<file path="src/rtl/rpn_pkg.sv">
// Shared definitions for the RPN stack controller: opcodes, FSM encoding, ALU.
package rpn_pkg;

  localparam logic [7:0] OP_ADD  = 8'h00;
  localparam logic [7:0] OP_SUB  = 8'h01;
  localparam logic [7:0] OP_AND  = 8'h02;
  localparam logic [7:0] OP_OR   = 8'h03;
  localparam logic [7:0] OP_XOR  = 8'h04;
  localparam logic [7:0] OP_EMIT = 8'h05;
  localparam logic [7:0] OP_CLR  = 8'h06;

  typedef enum logic [3:0] {
    ST_IDLE,
    ST_PUSH_OPD,
    ST_POP_B,
    ST_CAP_B,
    ST_POP_A,
    ST_CAP_A,
    ST_PUSH_R,
    ST_POP_E,
    ST_CAP_E,
    ST_CLR_R,
    ST_ERR
  } state_t;

  // 8-bit wrap-around arithmetic/logic; a is the deeper entry, b the top.
  function automatic logic [7:0] alu8(input logic [7:0] op,
                                      input logic [7:0] a,
                                      input logic [7:0] b);
    logic [7:0] y;
    case (op)
      OP_ADD:  y = a + b;
      OP_SUB:  y = a - b;
      OP_AND:  y = a & b;
      OP_OR:   y = a | b;
      OP_XOR:  y = a ^ b;
      default: y = 8'h00;
    endcase
    return y;
  endfunction

endpackage

</file>
<file path="src/rtl/rpn_alu8.sv">
// Combinational 8-bit ALU wrapper around the shared alu8 function.
module rpn_alu8
  import rpn_pkg::*;
(
  input  logic [7:0] op,
  input  logic [7:0] a,
  input  logic [7:0] b,
  output logic [7:0] y
);

  assign y = alu8(op, a, b);

endmodule

</file>
<file path="src/rtl/rpn_stack_ctrl.sv">
// Token-driven RPN evaluator steering an external lifo_stack.
module rpn_stack_ctrl
  import rpn_pkg::*;
#(
  parameter int DEPTH = 8,
  parameter int CW    = 4
) (
  input  logic       clk,
  input  logic       rst,
  input  logic       tok_valid,
  output logic       tok_ready,
  input  logic       tok_is_op,
  input  logic [7:0] tok_data,
  input  logic       err_clr,
  output logic       res_valid,
  output logic [7:0] res_data,
  output logic       err,
  output logic       stk_push,
  output logic       stk_pop,
  output logic [7:0] stk_din,
  input  logic [7:0] stk_dout,
  input  logic       stk_full,
  input  logic       stk_empty
);

  localparam logic [CW-1:0] FULL_CNT = CW'(DEPTH);

  state_t        state_q, state_d;
  logic [CW-1:0] cnt_q;
  logic [7:0]    a_q, b_q, op_q, din_q, res_q;
  logic [7:0]    alu_y;
  logic          accept;

  assign tok_ready = (state_q == ST_IDLE) && !rst;
  assign accept    = tok_valid && tok_ready;

  rpn_alu8 u_alu (
    .op (op_q),
    .a  (a_q),
    .b  (b_q),
    .y  (alu_y)
  );

  // Next-state decode and per-state stack/result outputs.
  always_comb begin
    state_d   = state_q;
    stk_push  = 1'b0;
    stk_pop   = 1'b0;
    stk_din   = 8'h00;
    res_valid = 1'b0;
    res_data  = 8'h00;
    err       = 1'b0;
    case (state_q)
      ST_IDLE: begin
        if (accept) begin
          if (!tok_is_op) begin
            state_d = (cnt_q == FULL_CNT || stk_full) ? ST_ERR : ST_PUSH_OPD;
          end else begin
            case (tok_data)
              OP_ADD, OP_SUB, OP_AND, OP_OR, OP_XOR:
                state_d = (cnt_q < CW'(2)) ? ST_ERR : ST_POP_B;
              OP_EMIT: state_d = (cnt_q == '0) ? ST_ERR : ST_POP_E;
              OP_CLR:  state_d = ST_CLR_R;
              default: state_d = ST_ERR;
            endcase
          end
        end
      end
      ST_PUSH_OPD: state_d = ST_IDLE;
      ST_POP_B:    state_d = ST_CAP_B;
      ST_CAP_B:    state_d = ST_POP_A;
      ST_POP_A:    state_d = ST_CAP_A;
      ST_CAP_A:    state_d = ST_PUSH_R;
      ST_PUSH_R:   state_d = ST_IDLE;
      ST_POP_E:    state_d = ST_CAP_E;
      ST_CAP_E:    state_d = ST_IDLE;
      ST_CLR_R:    state_d = ST_IDLE;
      ST_ERR:      if (err_clr) state_d = ST_IDLE;
      default:     state_d = ST_IDLE;
    endcase

    // Outputs are forced quiet while reset is asserted so an aborted
    // sequence cannot leak a push/pop into the reset cycle.
    if (!rst) begin
      res_data = res_q;
      case (state_q)
        ST_PUSH_OPD: begin
          stk_push = 1'b1;
          stk_din  = din_q;
        end
        ST_POP_B, ST_POP_A, ST_POP_E: stk_pop = 1'b1;
        ST_PUSH_R: begin
          stk_push = 1'b1;
          stk_din  = alu_y;
        end
        ST_CAP_E: begin
          res_valid = 1'b1;
          res_data  = stk_dout;
        end
        ST_CLR_R: begin
          res_valid = 1'b1;
          res_data  = 8'(cnt_q);
        end
        ST_ERR:  err = 1'b1;
        default: ;
      endcase
    end
  end

  // State register and occupancy count; count tracks net stack changes.
  always_ff @(posedge clk) begin
    if (rst) begin
      state_q <= ST_IDLE;
      cnt_q   <= '0;
    end else begin
      state_q <= state_d;
      case (state_q)
        ST_PUSH_OPD:        cnt_q <= cnt_q + CW'(1);
        ST_PUSH_R, ST_CAP_E: cnt_q <= cnt_q - CW'(1);
        default: ;
      endcase
    end
  end

  // Operand, opcode and result capture registers.
  always_ff @(posedge clk) begin
    if (rst) begin
      a_q   <= 8'h00;
      b_q   <= 8'h00;
      op_q  <= 8'h00;
      din_q <= 8'h00;
      res_q <= 8'h00;
    end else begin
      case (state_q)
        ST_IDLE: begin
          if (accept) begin
            op_q <= tok_data;
            if (!tok_is_op) din_q <= tok_data;
          end
        end
        ST_CAP_B: b_q   <= stk_dout;
        ST_CAP_A: a_q   <= stk_dout;
        ST_CAP_E: res_q <= stk_dout;
        ST_CLR_R: res_q <= 8'(cnt_q);
        default: ;
      endcase
    end
  end

  // Between tokens the local count and the stack's empty flag must agree.
  always @(posedge clk) begin
    if (!rst && state_q == ST_IDLE) assert (stk_empty == (cnt_q == '0));
  end

endmodule

</file>
<file path="config.mk">
export PLATFORM = sky130hd
export DESIGN_NAME = rpn_stack_ctrl
export DESIGN_NICKNAME = d
export VERILOG_FILES = /design/src/rtl/rpn_pkg.sv /design/src/rtl/rpn_alu8.sv /design/src/rtl/rpn_stack_ctrl.sv
export SDC_FILE = /design/constraint.sdc
export NUM_CORES = 1
export LEC_CHECK = 0
export ABC_CLOCK_PERIOD_IN_PS = 8850
export BUFFER_PORTS_ARGS = -buffer_cell sky130_fd_sc_hd__buf_2
export CAP_MARGIN = 10
export CORE_UTILIZATION = 60
export CTS_CLUSTER_DIAMETER = 60
export DETAILED_ROUTE_END_ITERATION = 10
export PLACE_DENSITY = 0.82
export SLEW_MARGIN = 20
export SYNTH_ARGS = -nofsm -noshare
export SYNTH_HDL_FRONTEND = slang
export SYNTH_HIERARCHICAL = 1
export SYNTH_SLANG_ARGS = --single-unit
</file>
<file path="constraint.sdc">
create_clock -name clk -period 8.85 [get_ports clk]
set_clock_uncertainty 0.1 [all_clocks]
set_input_delay 0.885 -clock clk [delete_from_list [all_inputs] [get_ports clk]]
set_output_delay 0.885 -clock clk [all_outputs]
set_load 0.005 [all_outputs]
</file>
[After elaboration in Yosys (flattened, before gate mapping)]
Index checks and enable logic that the tools add are counted.
Cells by class
  div/mod/pow operators: 0
  multipliers: 0
  $lt $le $gt $ge: 1
  add/subtract/negate cells: 4
  equality and inequality tests: 23
  reductions and logical operators: 17
  shifts and indexed selects: 0
  multiplexer cells: 22
  bitwise logic cells: 4
Operator list (count)
  one-hot mux 8 bit (5 select lines): 1
  equality test 8 x 2 -> 1 bit (second input constant): 4
  equality test 8 x 3 -> 1 bit (second input constant): 4
  one-hot mux 8 bit (2 select lines): 2
  one-hot mux 4 bit (7 select lines): 1
  two-way mux 4 bit: 6
  equality test 4 x 3 -> 1 bit (second input constant): 4
  equality test 4 bit (second input constant): 4
  equality test 8 x 1 -> 1 bit (second input constant): 2
  logical NOT 8 bit: 2
  two-way mux 8 bit: 2
  one-hot mux 4 bit (3 select lines): 1
  adder 8 bit: 1
  bitwise AND 8 bit: 1
  equality test 4 x 2 -> 1 bit (second input constant): 2
  logical NOT 4 bit: 2
  two-way mux 1 bit: 8
  OR 8 bit: 1
  one-hot mux 4 bit (2 select lines): 1
  subtractor 8 bit: 1
  bitwise XOR 8 bit: 1
  OR reduction 2 bit: 3
  OR reduction 5 bit: 1
  adder 4 x 1 -> 4 bit (second input constant): 1
  12 further kinds: 15
Word-level totals
  bits of input ports: 23
  bits in read-only memories: 0
  register bits after elaboration: 48
  logic and storage cells: 78
  bits in writable memories: 0
  memories: 0
  bits in latches: 0

[Logic depth before layout (Yosys ltp)]
Gate-level depths: netlist of the first run.
  word-level depth: 6
  gate-level depth with buffers: 14
  depth with buffers taken out: 13

[Modules after synthesis]
The synthesis of the first run kept the hierarchy.
Modules (own cells, without submodules)
  rpn_stack_ctrl: area each 2255.9 µm², seq. area each 960.9 µm², cells each 270, times used 1
  rpn_alu8: area each 998.5 µm², seq. area each 0.0 µm², cells each 149, times used 1

[Worst setup path after synthesis of the first run]
Ideal clock, no wire load.
  path kind: reg2out
  from: register op_q[3]
  to: output port stk_din[6]
  path slack: 5.086 ns
  buffers on the path: 0
  cell stages (with the launch flop): 13
  data required time: 7.865 ns
  arrival time: 2.779 ns
  cells stage by stage: dfxtp_1 -> nor4_1 -> nand4_1 -> nor2b_1 -> xnor2_1 -> ha_1 -> nor2b_1 -> o21a_1 -> o211a_1 -> o31a_1 -> o31ai_1 -> a22oi_1 -> nor2_1
Between the ends
  cells in the longest elaborated chain, start to end: 4
Ends and longest elaborated chain
  start: declaration: RTL line rpn_stack_ctrl.sv:30  | logic [7:0] a_q, b_q, op_q, din_q, res_q;
  start signal: assignment: RTL line rpn_stack_ctrl.sv:137  | op_q <= tok_data;
  equality test 8 x 3 -> 1 bit (tied with other cells): RTL line rpn_pkg.sv:31  | case (op)
  one-hot mux 8 bit (5 select lines) *: RTL line rpn_pkg.sv:31
  named net alu_y[6]: RTL line rpn_stack_ctrl.sv:31  | logic [7:0] alu_y;
  one-hot mux 8 bit (2 select lines) *: RTL line rpn_stack_ctrl.sv:86  | case (state_q)
  two-way mux 8 bit *: RTL line rpn_stack_ctrl.sv:84  | if (!rst) begin
  end: declaration: RTL line rpn_stack_ctrl.sv:20  | output logic [7:0] stk_din,
Mark *: on every way through the listed nets, which the timed path passes. The rest lies on a longest branch.

[Worst setup path after layout of the first run]
Ends and elaborated chain as after synthesis.

==> reports/metrics.yaml, run 1 <==
max-slew-margin-rel: 0.288
worstSetupPathType: "reg2out"
grt_max_degree: 63
hold_depth: 2
first_pass_iters: 5
gp_congestion: 0.910
syn_area_sq_um: 3250
hold_buffers: 0
cp.arrival_ns: 3.88
drv_cap: 0
postCtsSetupBuffers: 0
hold_violations: 0
grt_pass1_wl_microns: 12500
die_w_microns: 75.6
cts.sinks: 48
finalCritPeriodShare: 0.550
ir_worst_vdd_v: 0.000121
viasPerCell: 5.83
drive_above_1_share: 0.140
cts-root-buf: "clkbuf_8"
worstPathRequired_ns: 7.87
numCtsBuffers: 5
crit_path_end_kind: "primary output"
clk_pin_slew_worst_paths_ns: 0.09
place_hpwl_microns: 5770
cts_max_level: 2
post-route-drc-count: 0
synth_area_leaders: "dfxtp_1 (30%), ha_1 (10%), nand2_1 (7.5%), a21oi_1 (5.2%), mux2i_1 (4.9%)"
stdcell_area_sq_um: 3620
start_kind: "register"
reg2regPathDepth: 7
core_sq_um: 5170
antenna_found_initial: 0
avgSynthCellArea_sq_um: 7.77
grt_usage: 0.292
final_util: 0.700
async_flop_share: 0
rsz0062_at_grt: "false"
wl_per_cell_microns: 15.2
power_leakage_nw: 1.44
gr-total-overflow: 0
placed_area_sq_um: 3490
pin_count: 44
min_period_ns: 4.87
die_y_microns: 75.6
io_buffers: 42
setup_viol: 0
path_max_fanout: 9
tightest_slew_ns: 1.06
syn-num-nets: 470
whs_ns: 0.358
yosys_warnings: 6
post_cts_resized: 0
synth-seq-cells: 48
p_per_area_nw_per_um2: 174
grt_pass1_vias: 2668
final_common_cell: "nand2_1"
fin_setup_tns_ns: 0
synthCells: 419
fill_cells: 437
synth_edf_count: 0
vias: 3040
fmax_mhz: 206
insertion_delay_ns: 0.30
area_growth_pct: 11.3
antenna_cells: 0
synth.distinct_cells: 57
status: "complete, no violations"
routed_wl_microns: 7900
layout_common_cells: "nand2_1 (65), dfxtp_1 (48), buf_2 (42), nor2_1 (39), a21oi_1 (34)"
ys_seq_area_frac: 0.295
row_count: 26
cts.path.max_buffers: 2
dieArea_sq_um: 5720
nNetsFinal: 502
drt_iter0_markers: 177
ant_nets: 0
tritoncts: "built"
start_util: 0.629
maxSlewViolCount: 0
hp-class: "reg2reg"
synth_ff_type: "dfxtp_1"
yosys.area.top_type: "dfxtp_1"
yosysTopAreaCellShare: 0.295
==> metal layers <==
layer / global-route usage / vias to the layer above / routed length [microns]
li1: - / 1512 / -
met1: 0.387 / 1432 / 3660
met2: 0.481 / 83 / 3800
met3: 0.0489 / 13 / 288
met4: 0.101 / 0 / 140
met5: 0 / - / 0
==> state kept, by name, summed over array words and instances (netlist names) <==
| name | flops |
|---|---|
| din_q | 8 |
| op_q | 8 |
| cnt_q | 4 |
| b_q | 8 |
| state_q | 4 |
| res_q | 8 |
| a_q | 8 |
==> worst paths after layout <==
check,from,endpoint,slack [ns]
hold / removal,res_q[5],res_q[5],0.36
setup reg to reg,state_q[3],cnt_q[3],6.09
hold reg to reg,res_q[5],res_q[5],0.36
setup / recovery,op_q[3],stk_din[6],3.98
==> cell usage after synthesis, types with 2 or more instances <==
| cell type | count |
|---|---|
| nand2_1 | 65 |
| dfxtp_1 | 48 |
| nor2_1 | 39 |
| a21oi_1 | 34 |
| ha_1 | 26 |
| o21ai_0 | 23 |
| inv_1 | 22 |
| mux2i_1 | 16 |
| nand2b_1 | 14 |
| clkbuf_1 | 12 |
| nand3_1 | 12 |
| a22oi_1 | 8 |
| nor2b_1 | 8 |
| xnor2_1 | 7 |
| a211oi_1 | 6 |
| nor3_1 | 5 |
| nor4_1 | 5 |
| or3_1 | 5 |
| xor2_1 | 5 |
| a21o_1 | 4 |
| buf_2 | 4 |
| and2_1 | 3 |
| o31ai_1 | 3 |
| or4_1 | 3 |
| a31oi_1 | 2 |
| and3_1 | 2 |
| buf_1 | 2 |
| buf_6 | 2 |
| fa_1 | 2 |
| nor3b_1 | 2 |
| nor4b_1 | 2 |
| o41ai_1 | 2 |
| or4_4 | 2 |
==> logic make-up after synthesis <==
logic type | count (synthesis) | synth area share
fa+ha+maj | 28 | 0.112
compound gates | 95 | 0.180
flops | 48 | 0.295
xor+xnor | 12 | 0.0323
mux | 17 | 0.0527
buf+inv | 43 | 0.0557
simple gates | 176 | 0.271
==> layout make-up <==
type                       instances  area (sq um)  share of cell area
clock inverter                     2          60.1              0.0166
inverter                          23          86.3              0.0238
clock buffer                       5          68.8              0.0190
tap                               70          87.6              0.0242
timing repair buffer              45           233              0.0643
sequential                        48           961               0.265
multi-input combinational        328          2120               0.587
==> where the power goes <==
part	internal, mW	leakage [nW]	switching [mW]
clock	0.111	0.0642	0.0749
combinational	0.0761	0.991	0.0995
sequential	0.236	0.390	0.0329
==> through the flow <==
step | cells | total power [mW] | setup slack (ns)
floorplan | 419 | 0.398 | 5.09
global placement | 514 | 0.441 | 4.42
detailed placement | 514 | 0.446 | 4.38
CTS | 521 | 0.631 | 4.03
global route | 521 | 0.665 | 3.77
finish | 521 | 0.631 | 3.98
==> worst max-delay path, cell delays in order, from the launching register on <==
cell,delay (ns)
dfxtp_1,0.32
nor4_1,0.48
nand4_1,0.45
nor2b_1,0.29
xnor2_1,0.13
ha_1,0.33
nor2b_1,0.15
o21a_1,0.19
o211a_1,0.23
o31a_1,0.27
o31ai_1,0.32
a22oi_1,0.15
nor2_1,0.13
buf_2,0.12
(Power assumes the default switching activity.)
==> run 2: changes to the inputs <==
ABC_CLOCK_PERIOD_IN_PS = 4560   (was 8850)
CORE_UTILIZATION = 58   (was 60)
PLACE_DENSITY = 0.79   (was 0.82)
clock period = 4.56 ns   (was 8.85 ns; I/O delays follow)
==> run 2 against run 1 <==
Final area grew 0.86%; sequential cell count is the same; wire length shrank 3.7%; sequential share of layout area shrank 0.23 points; final cell count grew 0.58%; critical path type unchanged; clock power grew 92%; combinational power grew 100%; via count shrank 1.5%; worst setup slack lost 3.5 ns.
==> reports/metrics.yaml, run 2 (synthesis results as in run 1) <==
status: "complete, no violations"
hold_buffers: 0  # unchanged
tightest_slew_ns: 0.818  # -0.247 ns
crit_path_end_kind: "primary output"
gp_congestion: 0.852  # -6.3%
worstSetupPathType: "reg2out"
rrSetupSlack_ns: 1.79  # -4.30 ns
ir_worst_vdd_v: 0.000240  # +98%
cts.path.max_buffers: 2  # unchanged
start_kind: "register"
wl_per_cell_microns: 14.5  # -4.2%
die_y_microns: 76.9  # +1.7%
grt_pass1_wl_microns: 12600  # +1.1%
p_per_area_nw_per_um2: 335  # +92%
fmax_mhz: 245
tritoncts: "built"
wl_met3_microns: 330  # +15%
dieArea_sq_um: 5910  # +3.4%
path_cells: "nor4_1, nand4_1, buf_4, nor2b_1, xnor2_1, ha_1, nor2b_1, o21a_1, o211a_1, o31a_1, o31ai_1, a22oi_1, nor2_1, buf_2"
worstPathRequired_ns: 4.00  # -3.87 ns
gr-total-overflow: 0  # unchanged
cts.sinks: 48  # unchanged
drv_cap: 0  # unchanged
crit_slowest_cell: "nor4_1"
max_stage_delay_ns: 0.48  # about the same
rsz0062_at_grt: "false"
row_count: 26  # unchanged
drt_iter0_markers: 200  # +13%
viasPerCell: 5.71  # -2.1%
routed_wl_microns: 7610  # -3.7%
start_util: 0.618  # -0.0117
p_total_mw: 1.22  # +94%
post-route-drc-count: 0  # unchanged
ant_nets: 0  # unchanged
max-slew-margin-rel: 0.451  # +0.162
grt_max_degree: 37  # -41%
min_period_ns: 4.09
cp.arrival_ns: 3.53  # -0.35 ns
finalCritPeriodShare: 0.896
antenna_cells: 0  # unchanged
core_sq_um: 5270  # +1.9%
grt_pass1_vias: 2719  # +1.9%
met2_length_microns: 3580  # -5.9%
power_leakage_nw: 1.46  # +1.1%
maxSlewViolCount: 0  # unchanged
crit_top_cell: "nor2b_1"
drive_above_1_share: 0.145  # +0.00568
numCtsBuffers: 5  # unchanged
met1_length_microns: 3590  # -1.9%
topRoutingLayerUsed: "met4"
fin_setup_tns_ns: 0  # unchanged
path_max_fanout: 9  # unchanged
area_growth_pct: 12.2
clk_pin_slew_worst_paths_ns: 0.09  # about the same
layout_common_cells: "nand2_1 (65), dfxtp_1 (48), buf_2 (42), nor2_1 (39), a21oi_1 (34)"
die_w_microns: 76.9  # +1.7%
setup_viol: 0  # unchanged
hold_violations: 0  # unchanged
cts_max_level: 2  # unchanged
insertion_delay_ns: 0.30  # about the same
post_cts_resized: 0  # unchanged
vias: 2993  # -1.5%
grt_usage: 0.266  # -0.0254
postCtsSetupBuffers: 0  # unchanged
place_hpwl_microns: 5590  # -3.2%
nNetsFinal: 505  # +0.60%
cts-root-buf: "clkbuf_8"
antenna_found_initial: 0  # unchanged
final_common_cell: "nand2_1"
io_buffers: 42  # unchanged
hp-class: "in2reg"
pin_count: 44  # unchanged
fill_cells: 477  # +9.2%
first_pass_iters: 4  # -1
-- run 2: area by class of cell --
cell class	count	area (sq um)	share of cell area
inverters	23	86.3	0.0236
clock inverters	2	60.1	0.0164
multi-input cells	328	2130	0.584
flip-flops and latches	48	961	0.263
clock buffers	5	68.8	0.0188
repair buffers	48	255	0.0699
well taps	70	87.6	0.0240
-- run 2: routing by layer --
| layer | up-vias | global-route usage |
|---|---|---|
| met5 | - | 0 |
| met4 | 0 | 0.0788 |
| li1 | 1527 | - |
| met1 | 1388 | 0.353 |
| met2 | 70 | 0.447 |
| met3 | 8 | 0.0345 |
-- run 2: through the flow --
stage	hold slack [ns]	worst slack [ns]	utilization	cells	cell area (sq um)
after floorplan	0.348	1.23	-	419	3250
final	0.279	0.474	0.693	524	3650
after global placement	0.338	0.820	0.667	517	3510
after CTS	0.270	0.440	0.691	524	3640
after global routing	0.286	0.240	0.693	524	3650
after detailed placement	0.343	0.781	0.667	517	3510
-- run 2: worst max-delay path: cells and delay by family, from the launching register on --
kind | cells | cell delay (ns)
AND/OR/NAND/NOR | 5 | 1.05
adder cells (fa/ha/maj) | 1 | 0.34
XOR/XNOR | 1 | 0.12
AO/OA/AOI/OAI | 5 | 1.10
flip-flops | 1 | 0.32
buffers and inverters | 2 | 0.31
-- run 2: path summary, 6_finish.rpt --
kind / start / to / cells after the start
setup / recovery: op_q[3] / stk_din[6] / 14
hold / removal: tok_data[7] / op_q[7] / 3
setup reg to reg: state_q[1] / cnt_q[3] / 8
hold reg to reg: res_q[4] / res_q[4] / 2
-- run 2: report_power, final --
group	total, mW	leakage (nW)	internal, mW	switching, mW
Sequential	0.513	0.390	0.458	0.0541
Clock	0.357	0.0642	0.216	0.141
Combinational	0.354	1.01	0.154	0.201
Total	1.22	1.46	0.828	0.396
